File: config.mk
export PLATFORM = sky130hd
export DESIGN_NAME = tm1638_frame_writer
export DESIGN_NICKNAME = d
export VERILOG_FILES = /design/src/rtl/tm1638_types.sv /design/src/rtl/tm1638_payload_mux.sv /design/src/rtl/tm1638_frame_writer.sv
export SDC_FILE = /design/constraint.sdc
export NUM_CORES = 1
export LEC_CHECK = 0
export ABC_AREA = 1
export CORE_MARGIN = 8
export CORE_UTILIZATION = 30
export CTS_BUF_LIST = sky130_fd_sc_hd__clkbuf_8
export CTS_CLUSTER_DIAMETER = 30
export DETAILED_ROUTE_END_ITERATION = 6
export PLACE_DENSITY = 0.58
export SYNTH_ARGS = -nofsm -noshare
export SYNTH_HDL_FRONTEND = slang
export SYNTH_SLANG_ARGS = --single-unit
File: constraint.sdc
create_clock -name i_Clk -period 6.2 [get_ports i_Clk]
set_clock_uncertainty 0.15 [all_clocks]
set_input_delay 0.62 -clock i_Clk [delete_from_list [all_inputs] [get_ports i_Clk]]
set_output_delay 0.62 -clock i_Clk [all_outputs]
set_load 0.05 [all_outputs]
File: src/rtl/tm1638_types.sv
// Shared command bytes, writer state encoding and control-byte helper for the
// TM1638 frame writer.
package tm1638_types;

  localparam logic [7:0] CMD_DATA_AUTO  = 8'h40;
  localparam logic [7:0] CMD_DATA_FIXED = 8'h44;
  localparam logic [7:0] CMD_ADDR       = 8'hC0;
  localparam logic [7:0] CMD_CTRL       = 8'h80;

  typedef enum logic [2:0] {
    ST_IDLE,
    ST_DATA_CMD,
    ST_ADDR_CMD,
    ST_PAYLOAD,
    ST_CTRL_CMD
  } writer_state_e;

  function automatic logic [7:0] make_ctrl(input logic on, input logic [2:0] brightness);
    return CMD_CTRL | {4'b0000, on, brightness};
  endfunction

endpackage

File: src/rtl/tm1638_payload_mux.sv
// Selects the display-RAM byte at a given address from the latched snapshot:
// even addresses carry a grid's segments, odd addresses its LED in bit 0.
module tm1638_payload_mux #(
  parameter int NUM_GRIDS = 8,
  parameter int SEG_W     = 8,
  parameter int ADDR_W    = 4
) (
  input  logic [NUM_GRIDS*SEG_W-1:0] i_Segments,
  input  logic [NUM_GRIDS-1:0]       i_Leds,
  input  logic [ADDR_W-1:0]          i_Addr,
  output logic [7:0]                 o_Byte
);

  logic [ADDR_W-1:0] w_Grid;
  logic [SEG_W-1:0]  w_Seg;
  logic              w_Led;

  assign w_Grid = i_Addr >> 1;

  // NOTE: every combinational output gets a default first so no path can
  // leave it unassigned and infer a latch.
  always_comb begin
    w_Seg = '0;
    w_Led = 1'b0;
    for (int g = 0; g < NUM_GRIDS; g++) begin
      if (w_Grid == ADDR_W'(g)) begin
        w_Seg = i_Segments[g*SEG_W +: SEG_W];
        w_Led = i_Leds[g];
      end
    end
  end

  always_comb begin
    o_Byte = '0;
    if (i_Addr[0]) o_Byte[0] = w_Led;
    else           o_Byte[SEG_W-1:0] = w_Seg;
  end

endmodule

File: src/rtl/tm1638_frame_writer.sv
// Serialises a snapshot of NUM_GRIDS grids plus LEDs into TM1638 command
// frames pushed byte-by-byte into the SPI transmit FIFO.
module tm1638_frame_writer
  import tm1638_types::*;
#(
  parameter int NUM_GRIDS = 8,
  parameter bit AUTO_INC  = 1'b1,
  parameter int SEG_W     = 8
) (
  input  logic                       i_Clk,
  input  logic                       i_Rst,
  input  logic [NUM_GRIDS*SEG_W-1:0] i_Segments,
  input  logic [NUM_GRIDS-1:0]       i_Leds,
  input  logic [2:0]                 i_Brightness,
  input  logic                       i_Display_On,
  input  logic                       i_Valid,
  input  logic                       i_SPI_FIFO_Full,
  output logic [7:0]                 o_Data,
  output logic                       o_Last,
  output logic                       o_Write,
  output logic                       o_Busy,
  output logic                       o_Done
);

  localparam int ADDR_W = ($clog2(2*NUM_GRIDS) > 1) ? $clog2(2*NUM_GRIDS) : 1;
  localparam logic [ADDR_W-1:0] LAST_ADDR = ADDR_W'(2*NUM_GRIDS-1);

  writer_state_e r_State, w_Next;

  logic [ADDR_W-1:0]          r_Addr;
  logic [NUM_GRIDS*SEG_W-1:0] r_Segments;
  logic [NUM_GRIDS-1:0]       r_Leds;
  logic [2:0]                 r_Brightness;
  logic                       r_On;
  logic                       r_Pending;
  logic                       r_Done;

  logic       w_Push;
  logic       w_Final;
  logic       w_Snap;
  logic [7:0] w_Payload;

  assign w_Push  = (r_State != ST_IDLE) && !i_SPI_FIFO_Full;
  assign w_Final = (r_Addr == LAST_ADDR);
  // A pending (or coincident) request restarts straight from the control push.
  assign w_Snap  = ((r_State == ST_IDLE) && i_Valid) ||
                   ((r_State == ST_CTRL_CMD) && w_Push && (r_Pending || i_Valid));

  tm1638_payload_mux #(
    .NUM_GRIDS (NUM_GRIDS),
    .SEG_W     (SEG_W),
    .ADDR_W    (ADDR_W)
  ) u_payload_mux (
    .i_Segments (r_Segments),
    .i_Leds     (r_Leds),
    .i_Addr     (r_Addr),
    .o_Byte     (w_Payload)
  );

  // NOTE: sequential state uses non-blocking assignments so every register
  // samples pre-edge values regardless of statement order.
  always_ff @(posedge i_Clk or posedge i_Rst) begin
    if (i_Rst) r_State <= ST_IDLE;
    else       r_State <= w_Next;
  end

  always_comb begin
    w_Next = r_State;
    case (r_State)
      ST_IDLE:     if (i_Valid) w_Next = ST_DATA_CMD;
      ST_DATA_CMD: if (w_Push) w_Next = ST_ADDR_CMD;
      ST_ADDR_CMD: if (w_Push) w_Next = ST_PAYLOAD;
      ST_PAYLOAD: begin
        if (w_Push) begin
          if (w_Final)        w_Next = ST_CTRL_CMD;
          else if (!AUTO_INC) w_Next = ST_ADDR_CMD;
        end
      end
      ST_CTRL_CMD: if (w_Push) w_Next = w_Snap ? ST_DATA_CMD : ST_IDLE;
      default:     w_Next = ST_IDLE;
    endcase
  end

  always_ff @(posedge i_Clk or posedge i_Rst) begin
    if (i_Rst) begin
      r_Addr       <= '0;
      r_Segments   <= '0;
      r_Leds       <= '0;
      r_Brightness <= '0;
      r_On         <= 1'b0;
      r_Pending    <= 1'b0;
      r_Done       <= 1'b0;
    end else begin
      r_Done <= (r_State == ST_CTRL_CMD) && w_Push;
      if (w_Snap) begin
        r_Segments   <= i_Segments;
        r_Leds       <= i_Leds;
        r_Brightness <= i_Brightness;
        r_On         <= i_Display_On;
        r_Pending    <= 1'b0;
      end else if (i_Valid && (r_State != ST_IDLE)) begin
        r_Pending <= 1'b1;
      end
      if ((r_State == ST_DATA_CMD) && w_Push)
        r_Addr <= '0;
      else if ((r_State == ST_PAYLOAD) && w_Push && !w_Final)
        r_Addr <= r_Addr + ADDR_W'(1);
    end
  end

  always_comb begin
    o_Data = '0;
    o_Last = 1'b0;
    case (r_State)
      ST_DATA_CMD: begin
        o_Data = AUTO_INC ? CMD_DATA_AUTO : CMD_DATA_FIXED;
        o_Last = 1'b1;
      end
      ST_ADDR_CMD: o_Data = CMD_ADDR | 8'(r_Addr);
      ST_PAYLOAD: begin
        o_Data = w_Payload;
        o_Last = AUTO_INC ? w_Final : 1'b1;
      end
      ST_CTRL_CMD: begin
        o_Data = make_ctrl(r_On, r_Brightness);
        o_Last = 1'b1;
      end
      default: ;
    endcase
  end

  assign o_Write = w_Push;
  assign o_Busy  = (r_State != ST_IDLE) || r_Pending;
  assign o_Done  = r_Done;

endmodule

==> metrics.yaml, run 1 <==
pwr:
  power_density_mw_per_mm2: 445
  static-leakage-power_nw: 2.49
  ir_worst_vdd_mv: 0.146
  totalPowerFinal_mw: 2.45
clocking:
  cts_inserted_buffers: 9
  max-clock-path-buffers: 2
  cts_tree: "built"
  cts.reportedPaths.clkPinSlew_ns: 0.08
  ctsResizeCount: 0
  cts.htree.levels: 3
  tritoncts_num_sinks: 85
  cts_hold_buf: 0
  clock_latency_late_sink_ns: 0.36
  clockRootBuffer: "sky130_fd_sc_hd__clkbuf_8"
  post_cts.repair.setup_buffers: 0
logic_synthesis:
  netlist-cell-type-count: 26
  mean_instance_size_in_the_synthesized_netlist_um2: 10.2
  yosys_warning_total: 0
  syn_nets: 500
  postSynthCellCount: 419
  yosys_register_bits: 85
  synth_sequential_area_ratio_pct: 49.8
  mappedNetlistArea_mm2: 0.00427
sta:
  finalCriticalPeriod_ns: 3.92
  finalMaxSlewViolations: 0
  layout_setup_ws_ns: 2.28
  worst_hold_slack_ns: 0.368
  setup_violations: 0
  setup_repair_after_global_routing_missed_its_margin: "false"
  totalNegativeSetupSlack_ns: 0
  min_period_over_period_pct: 63.3
  worst_pin_slew_ns: 1.06
  timing.max_slew.rel_slack_pct: 29.1
  max_freq_mhz: 255
  finalHoldViolCount: 0
routing:
  drt-pass1-iter-count: 4
  vias_cell: 4.66
  via_count: 3237
  drt_drc_violations_left: 0
  post_drt_wl_per_cell_um: 16.5
  postRouteWirelength_um: 11500
  ant_nets: 0
  dr.first_iter.drc_count: 302
placement:
  dpl_cell_area_mm2: 0.00530
  gp_congestion: 0.799
  io_buffers: 91
  placed_cells: 679
  placement.setup.worst_slack_ns: 2.73
  dp_hpwl_um: 8710
finish:
  antenna_cells_inserted: 0
  final_layout_size_suffix_gt1_share_pct: 16.1
  postLayoutCoreUtil_pct: 39.7
  fin_area_mm2: 0.00552
  final_nets: 591
  flow.area_growth_from_synthesis_pct: 29.1
  layout.cells.non_filler: 694
critical_path:
  timing.critical_path.from_type: "flip-flop"
  worstPathArrival_ns: 3.15
  endpoint_kind: "output pin"
  path_class: "flip-flop to output pin"
  worst-path-max-fanout: 13
  worst-endpoint-required_ns: 5.43
grt:
  antenna_found_initial: 0
  global_route_wire_length_before_repair_um: 18700
  grt_start_max_net_pins: 86
  gr-usage-all-layers_pct: 12.9
  via_count_of_the_first_global_routing_pass: 3515
  grt.overflow.total: 0
die:
  top_level_ports: 92
  core.rowCount: 43
  die-width_um: 135
  floorplan.core_area_mm2: 0.0139
  floorplan.initialDensity_pct: 30.8
  die_height_um: 135
  dieArea_mm2: 0.0183
status:
  outcome: "completed"
job:
  drv_cap: 0
hold_path:
  hold_path.class: "flip-flop to flip-flop"
flip-flops by register name (all words and copies together) (netlist names):
signal	cells
r_Segments	64
r_Leds	8
r_Addr	4
r_Brightness	3
r_State	3
o_Done	1
r_On	1
r_Pending	1
Yosys cell counts:
cell	instances	area (µm²)
sky130_fd_sc_hd__dfrtp_1	85	2130
sky130_fd_sc_hd__nand2_1	78	293
sky130_fd_sc_hd__mux2_4	53	796
sky130_fd_sc_hd__inv_1	50	188
sky130_fd_sc_hd__o21ai_0	33	165
sky130_fd_sc_hd__nor2_1	29	109
sky130_fd_sc_hd__a21oi_1	19	95.1
sky130_fd_sc_hd__nand3_1	18	90.1
sky130_fd_sc_hd__nand4_1	11	68.8
sky130_fd_sc_hd__buf_2	6	30.0
sky130_fd_sc_hd__nor3_1	6	30.0
sky130_fd_sc_hd__buf_8	5	75.1
sky130_fd_sc_hd__nor2_2	5	31.3
sky130_fd_sc_hd__o22ai_1	5	31.3
sky130_fd_sc_hd__nand2_2	3	18.8
sky130_fd_sc_hd__nand2_4	2	22.5
sky130_fd_sc_hd__o211ai_1	2	15.0
sky130_fd_sc_hd__a221oi_1	1	8.76
sky130_fd_sc_hd__buf_6	1	11.3
sky130_fd_sc_hd__clkbuf_2	1	5.00
sky130_fd_sc_hd__ha_1	1	12.5
sky130_fd_sc_hd__inv_2	1	3.75
sky130_fd_sc_hd__nor2_4	1	11.3
sky130_fd_sc_hd__o2111ai_1	1	8.76
sky130_fd_sc_hd__o21ai_4	1	16.3
sky130_fd_sc_hd__xor2_1	1	8.76
report_power, final:
group	internal, mW	switching, mW	leakage [nW]
Clock	0.234	0.192	0.110
Combinational	0.515	0.520	1.36
Sequential	0.822	0.169	1.02
cell type report:
cell class	instances	area, µm²
clock buffer	10	138
sequential	85	2130
multi-input combinational	270	1830
inverter	51	193
tap	180	225
clock inverter	5	76.3
fill	1375	8360
timing repair buffer	93	926
critical path: stages, from the launching register on:
cell,delay [ns]
sky130_fd_sc_hd__dfrtp_1,0.61
sky130_fd_sc_hd__inv_1,0.21
sky130_fd_sc_hd__nor2_1,0.69
sky130_fd_sc_hd__a21oi_1,0.16
sky130_fd_sc_hd__nand4_1,0.14
sky130_fd_sc_hd__nand3_1,0.08
sky130_fd_sc_hd__nand2_1,0.09
sky130_fd_sc_hd__clkdlybuf4s50_1,0.81
cell usage in the layout, fill, tap and decap left out, drive strengths merged:
master and n:
clkbuf 10, o22ai 5, a221oi 1, inv 51
nand3 18, ha 1, o211ai 2, o21ai 34
dfrtp 85, buf 2, bufinv 2, nor2 35
nand4 11, o2111ai 1, xor2 1, mux2 53
a21oi 19, clkdlybuf4s50 91, nor3 6, nand2 83
clkinv 2, clkinvlp 1
per-layer routing:
metal  track usage [%]  vias up  share of wire (%)
met2              20.7       79                 47
met1              16.8     1578                 47
li1                  -     1569                  -
met4              5.00        0                1.3
met5                 0        -                  0
met3              2.63       11                4.6
path summary, 6_finish.rpt:
path / cells after the start / slack, ns / end / startpoint
worst max-delay path: 7 / 2.28 / o_Data[0] / r_Addr[1]
worst min-delay path: 1 / 0.37 / r_Segments[61] / r_Segments[61]
worst max register to register: 7 / 3.39 / r_Segments[46] / r_State[2]
worst min register to register: 1 / 0.37 / r_Segments[61] / r_Segments[61]
max in group asynchronous: 3 / 4.46 / r_Segments[62] / i_Rst
min in group asynchronous: 3 / 0.74 / r_Segments[11] / i_Rst
cells by family (layout without fill, tap and decap cells):
family / count (synthesis) / count (layout) / synth area share (%)
xor gates and xnor gates: 1 / 1 / 0.205
DFF: 85 / 85 / 49.8
and+or+nand+nor: 153 / 153 / 15.8
buffers and inverters: 64 / 159 / 7.32
adders and majority gates: 1 / 1 / 0.293
muxes: 53 / 53 / 18.6
AOI/OAI and AO/OA: 62 / 62 / 7.97
No activity file was read; power rests on OpenSTA's default activity.
==> run 2, diff against run 1 <==
- PLACE_DENSITY: 0.58 -> 0.6
- clock period: 6.2 -> 3.3 ns (I/O delays scaled with it)
==> metrics.yaml, run 2 (synthesized netlist as in run 1, its figures left out) <==
critical_path:
  worst-endpoint-required_ns: 2.82
  timing.critical_path.from_type: "flip-flop"
  critPathSlowestCell: "sky130_fd_sc_hd__clkdlybuf4s50_1"
  path_class: "flip-flop to output pin"
  worstPathArrival_ns: 2.42
  worstPathCellList: "ha_1 -> inv_1 -> nor2_1 -> nand2_1 -> nand3_1 -> clkdlybuf4s50_1"
  crit_buf_inv: 2
  crit_family: "buffers and inverters"
  slowest_delay_ns: 0.82
  endpoint_kind: "output pin"
  worst-path-max-fanout: 13
clocking:
  cts_inserted_buffers: 9
  clockRootBuffer: "sky130_fd_sc_hd__clkbuf_8"
  tritoncts_num_sinks: 85
  cts_tree: "built"
  cts.reportedPaths.clkPinSlew_ns: 0.08
  max-clock-path-buffers: 2
  cts_hold_buf: 0
  cts.htree.levels: 3
  clock_latency_late_sink_ns: 0.36
  post_cts.repair.setup_buffers: 0
  ctsResizeCount: 0
pwr:
  static-leakage-power_nw: 2.56
  ir_worst_vdd_mv: 0.267
  power_density_mw_per_mm2: 856
die:
  die-width_um: 135
  dieArea_mm2: 0.0183
  core.rowCount: 43
  floorplan.core_area_mm2: 0.0139
  floorplan.initialDensity_pct: 30.8
  top_level_ports: 92
  die_height_um: 135
job:
  drv_cap: 0
routing:
  ant_nets: 0
  vias_cell: 4.64
  via_count: 3230
  dr.first_iter.drc_count: 235
  postRouteWirelength_um: 11300
  drt_drc_violations_left: 0
  drt-pass1-iter-count: 4
  post_drt_wl_per_cell_um: 16.3
finish:
  final_layout_size_suffix_gt1_share_pct: 17.8
  final_nets: 593
  antenna_cells_inserted: 0
  layout.cells.most_common_list: "85 x sky130_fd_sc_hd__dfrtp_1, 83 x sky130_fd_sc_hd__clkdlybuf4s50_1, 78 x sky130_fd_sc_hd__nand2_1, 53 x sky130_fd_sc_hd__mux2_4, 50 x sky130_fd_sc_hd__inv_1"
  layout.cells.non_filler: 696
  flow.area_growth_from_synthesis_pct: 30.6
  layout_commonest_cell: "sky130_fd_sc_hd__dfrtp_1"
  largest_register_ffs: 64
  top_register: "r_Segments"
  largest_registers_in_the_final_layout: "r_Segments: 64 flops, r_Leds: 8 flops, r_Addr: 4 flops"
placement:
  io_buffers: 91
  gp_congestion: 0.926
  dp_hpwl_um: 8810
  placed_cells: 681
sta:
  finalCriticalPeriod_ns: 2.90
  setup_violations: 0
  worst_pin_slew_ns: 0.838
  totalNegativeSetupSlack_ns: 0
  finalHoldViolCount: 0
  max_freq_mhz: 345
  finalMaxSlewViolations: 0
  setup_repair_after_global_routing_missed_its_margin: "false"
  timing.max_slew.rel_slack_pct: 44.1
  min_period_over_period_pct: 87.9
grt:
  global_route_wire_length_before_repair_um: 18300
  grt_start_max_net_pins: 54
  grt.overflow.total: 0
  antenna_found_initial: 0
  via_count_of_the_first_global_routing_pass: 3486
  gr-usage-all-layers_pct: 12.7
status:
  outcome: "completed"
hold_path:
  hold_path.class: "input pin to async pin"
==> run 2: final cells by class <==
cell class              count  area, µm²
fillers                  1361       8300
inverters                  51        193
multi-input cells         270       1830
clock inverters             5        124
flip-flops and latches     85       2130
clock buffers              10        138
repair buffers             95        938
well taps                 180        225
==> run 2: power breakdown <==
group	internal (mW)	total, mW	switching, mW
sequential	1.54	1.88	0.336
combinational	0.959	1.93	0.973
clock	0.594	0.964	0.371
total	3.10	4.78	1.68
==> run 2: per-stage QoR <==
step / setup slack (ns) / utilization (%) / cell area [µm²] / power [mW] / hold WS [ns]
after floorplan: 0.627 / - / 4270 / 3.29 / 0.251
after global placement: 0.548 / 38.3 / 5310 / 3.79 / 0.348
after detailed placement: 0.455 / 38.3 / 5310 / 3.83 / 0.342
after CTS: 0.0477 / 40.2 / 5570 / 4.80 / 0.313
after global routing: 0.236 / 40.2 / 5580 / 5.06 / 0.356
final: 0.398 / 40.2 / 5580 / 4.78 / 0.283
==> run 2: layer usage <==
layer | up-vias | part of all wire, % | global-route usage (%)
li1 | 1573 | - | -
met1 | 1552 | 48 | 16.8
met2 | 88 | 46 | 19.6
met3 | 17 | 4.0 | 2.78
met4 | 0 | 2.0 | 5.37
met5 | - | 0 | 0
==> run 2: path summary, 6_finish.rpt <==
check | startpoint | end | slack [ns] | cells past startpoint
max | r_Addr[1] | o_Last | 0.40 | 6
min | i_Rst | r_Segments[10] | 0.28 | 2
max reg2reg | r_State[0] | r_Segments[34] | 1.06 | 7
min reg2reg | r_Segments[9] | r_Segments[9] | 0.37 | 1
max in group asynchronous | i_Rst | r_Segments[6] | 2.03 | 3
min in group i_Clk | r_Segments[9] | r_Segments[9] | 0.37 | 1
==> run 3, diff against run 2 <==
- CORE_MARGIN: 8 -> 2
- CORE_UTILIZATION: 30 -> 45
- PLACE_DENSITY: 0.6 -> 0.81
==> metrics.yaml, run 3 (synthesized netlist as in run 1, its figures left out) <==
grt:
  grt.overflow.total: 0
  antenna_found_initial: 0
  grt_met1_use_pct: 29.1
  via_count_of_the_first_global_routing_pass: 3425
  globalRouteMet3Util_pct: 4.69
  gr-usage-all-layers_pct: 21.7
  grt_start_max_net_pins: 57
  met2_global_route_usage_pct: 34.3
  global_route_wire_length_before_repair_um: 17100
  gr-max-usage-layer: "met2"
sta:
  setup_violations: 0
  totalNegativeSetupSlack_ns: 0
  max_freq_mhz: 321
  min_period_over_period_pct: 94.5
  timing.max_slew.rel_slack_pct: 65.7
  finalHoldViolCount: 0
  finalMaxSlewViolations: 0
  worst_pin_slew_ns: 0.514
  finalCriticalPeriod_ns: 3.12
  setup_repair_after_global_routing_missed_its_margin: "false"
placement:
  io_buffers: 91
  gp_congestion: 0.931
  dp_hpwl_um: 7960
clocking:
  cts.htree.levels: 3
  tritoncts_num_sinks: 85
  max-clock-path-buffers: 2
  clockRootBuffer: "sky130_fd_sc_hd__clkbuf_8"
  cts_tree: "built"
  cts.reportedPaths.clkPinSlew_ns: 0.08
  cts_inserted_buffers: 9
  post_cts.repair.setup_buffers: 0
  clock_latency_late_sink_ns: 0.36
routing:
  dr.first_iter.drc_count: 232
  ant_nets: 0
  drt_drc_violations_left: 0
  post_drt_wl_per_cell_um: 16.2
  drt-pass1-iter-count: 5
  via_count: 3334
  vias_cell: 5.15
  postRouteWirelength_um: 10500
die:
  floorplan.initialDensity_pct: 46.2
  die_height_um: 101
  floorplan.core_area_mm2: 0.00924
  die-width_um: 101
  core.rowCount: 35
  top_level_ports: 92
  dieArea_mm2: 0.0103
status:
  outcome: "completed"
critical_path:
  worst-path-max-fanout: 13
  endpoint_kind: "output pin"
  timing.critical_path.from_type: "flip-flop"
  regToRegSetupSlack_ns: 1.40
  worst_reg_to_reg_cells: 7
  critical_r2r_launch: "r_State[0]"
  worst-endpoint-required_ns: 2.82
  crit-reg2reg-capture: "r_Segments[13]"
  path_class: "flip-flop to output pin"
  worstPathArrival_ns: 2.64
  endpoint: "o_Data[6]"
  timing.critical_path.from: "r_Addr[1]"
pwr:
  static-leakage-power_nw: 2.56
  power_density_mw_per_mm2: 849
  ir_worst_vdd_mv: 0.370
job:
  drv_cap: 0
finish:
  final_nets: 594
  antenna_cells_inserted: 0
  final_layout_size_suffix_gt1_share_pct: 17.6
  top_register: "r_Segments"
  postLayoutCoreUtil_pct: 59.6
  largest_registers_in_the_final_layout: "r_Segments: 64 flops, r_Leds: 8 flops, r_Addr: 4 flops"
  layout_commonest_cell: "sky130_fd_sc_hd__dfrtp_1"
  flow.area_growth_from_synthesis_pct: 28.9
  largest_register_ffs: 64
  layout.cells.most_common_list: "85 x sky130_fd_sc_hd__dfrtp_1, 83 x sky130_fd_sc_hd__clkdlybuf4s50_1, 78 x sky130_fd_sc_hd__nand2_1, 53 x sky130_fd_sc_hd__mux2_4, 49 x sky130_fd_sc_hd__inv_1"
hold_path:
  hold_path.class: "input pin to async pin"
==> run 3: cell count changes in the layout (fill, tap and decap cells not counted), sizes merged <==
cell           change
buf                -3
clkinv             +3
bufinv             -2
dlygate4sd2        +2
clkdlybuf4s15      +1
clkinvlp           +1
dlymetal6s2s       +1
inv                -1
==> run 3: worst max-delay path, cell delays in order (launching register included) <==
cell                              delay (ns)
sky130_fd_sc_hd__dfrtp_1                0.52
sky130_fd_sc_hd__nor2_1                 0.32
sky130_fd_sc_hd__nand2_1                0.23
sky130_fd_sc_hd__inv_1                  0.19
sky130_fd_sc_hd__a21oi_1                0.09
sky130_fd_sc_hd__nand4_1                0.12
sky130_fd_sc_hd__o21ai_0                0.13
sky130_fd_sc_hd__nand2_1                0.08
sky130_fd_sc_hd__nand2_1                0.05
sky130_fd_sc_hd__nand2_1                0.06
sky130_fd_sc_hd__clkdlybuf4s15_1        0.50
==> run 3: where the power goes <==
| part | switching [mW] | internal [mW] |
|---|---|---|
| Clock | 0.379 | 0.445 |
| Sequential | 0.354 | 1.54 |
| Combinational | 0.979 | 0.972 |
==> run 3: worst min-delay path by stage <==
stage                               start             end  slack [ns]  depth (start not counted)
after detailed placement   r_Segments[58]  r_Segments[58]        0.35                          1
after global routing                i_Rst  r_Segments[11]        0.21                          2
after floorplan           i_SPI_FIFO_Full          o_Done        0.25                          1
after global placement     r_Segments[41]  r_Segments[41]        0.35                          1
after CTS                           i_Rst  r_Segments[40]        0.17                          2
final                               i_Rst  r_Segments[11]        0.16                          2
==> run 3: timing repair <==
action,4_1_cts,5_1_grt
endpoints found under the setup margin,3,3
resized for setup,3,3
hold buffers,0,0
==> run 3: area by class of cell <==
type | count | area (µm²)
clock buffers | 10 | 138
clock inverters | 6 | 86.3
fillers | 729 | 3730
inverters | 51 | 193
multi-input cells | 270 | 1830
flip-flops and latches | 85 | 2130
well taps | 129 | 161
repair buffers | 96 | 968
==> run 3: through the flow <==
stage | total power [mW] | setup slack [ns] | hold WS (ns) | std cells | instance area, µm²
floorplan | 3.29 | 0.627 | 0.251 | 419 | 4270
global placement | 3.78 | 0.493 | 0.351 | 631 | 5280
detailed placement | 3.85 | 0.371 | 0.347 | 631 | 5280
CTS | 4.68 | 0.0491 | 0.174 | 647 | 5500
global route | 4.95 | 0.0162 | 0.206 | 647 | 5510
finish | 4.67 | 0.181 | 0.157 | 647 | 5510
==> run 3: layer usage <==
layer,wire (µm),vias to the layer above
met5,0,-
met2,4920,153
met1,4530,1579
met3,723,29
li1,-,1573
met4,318,0
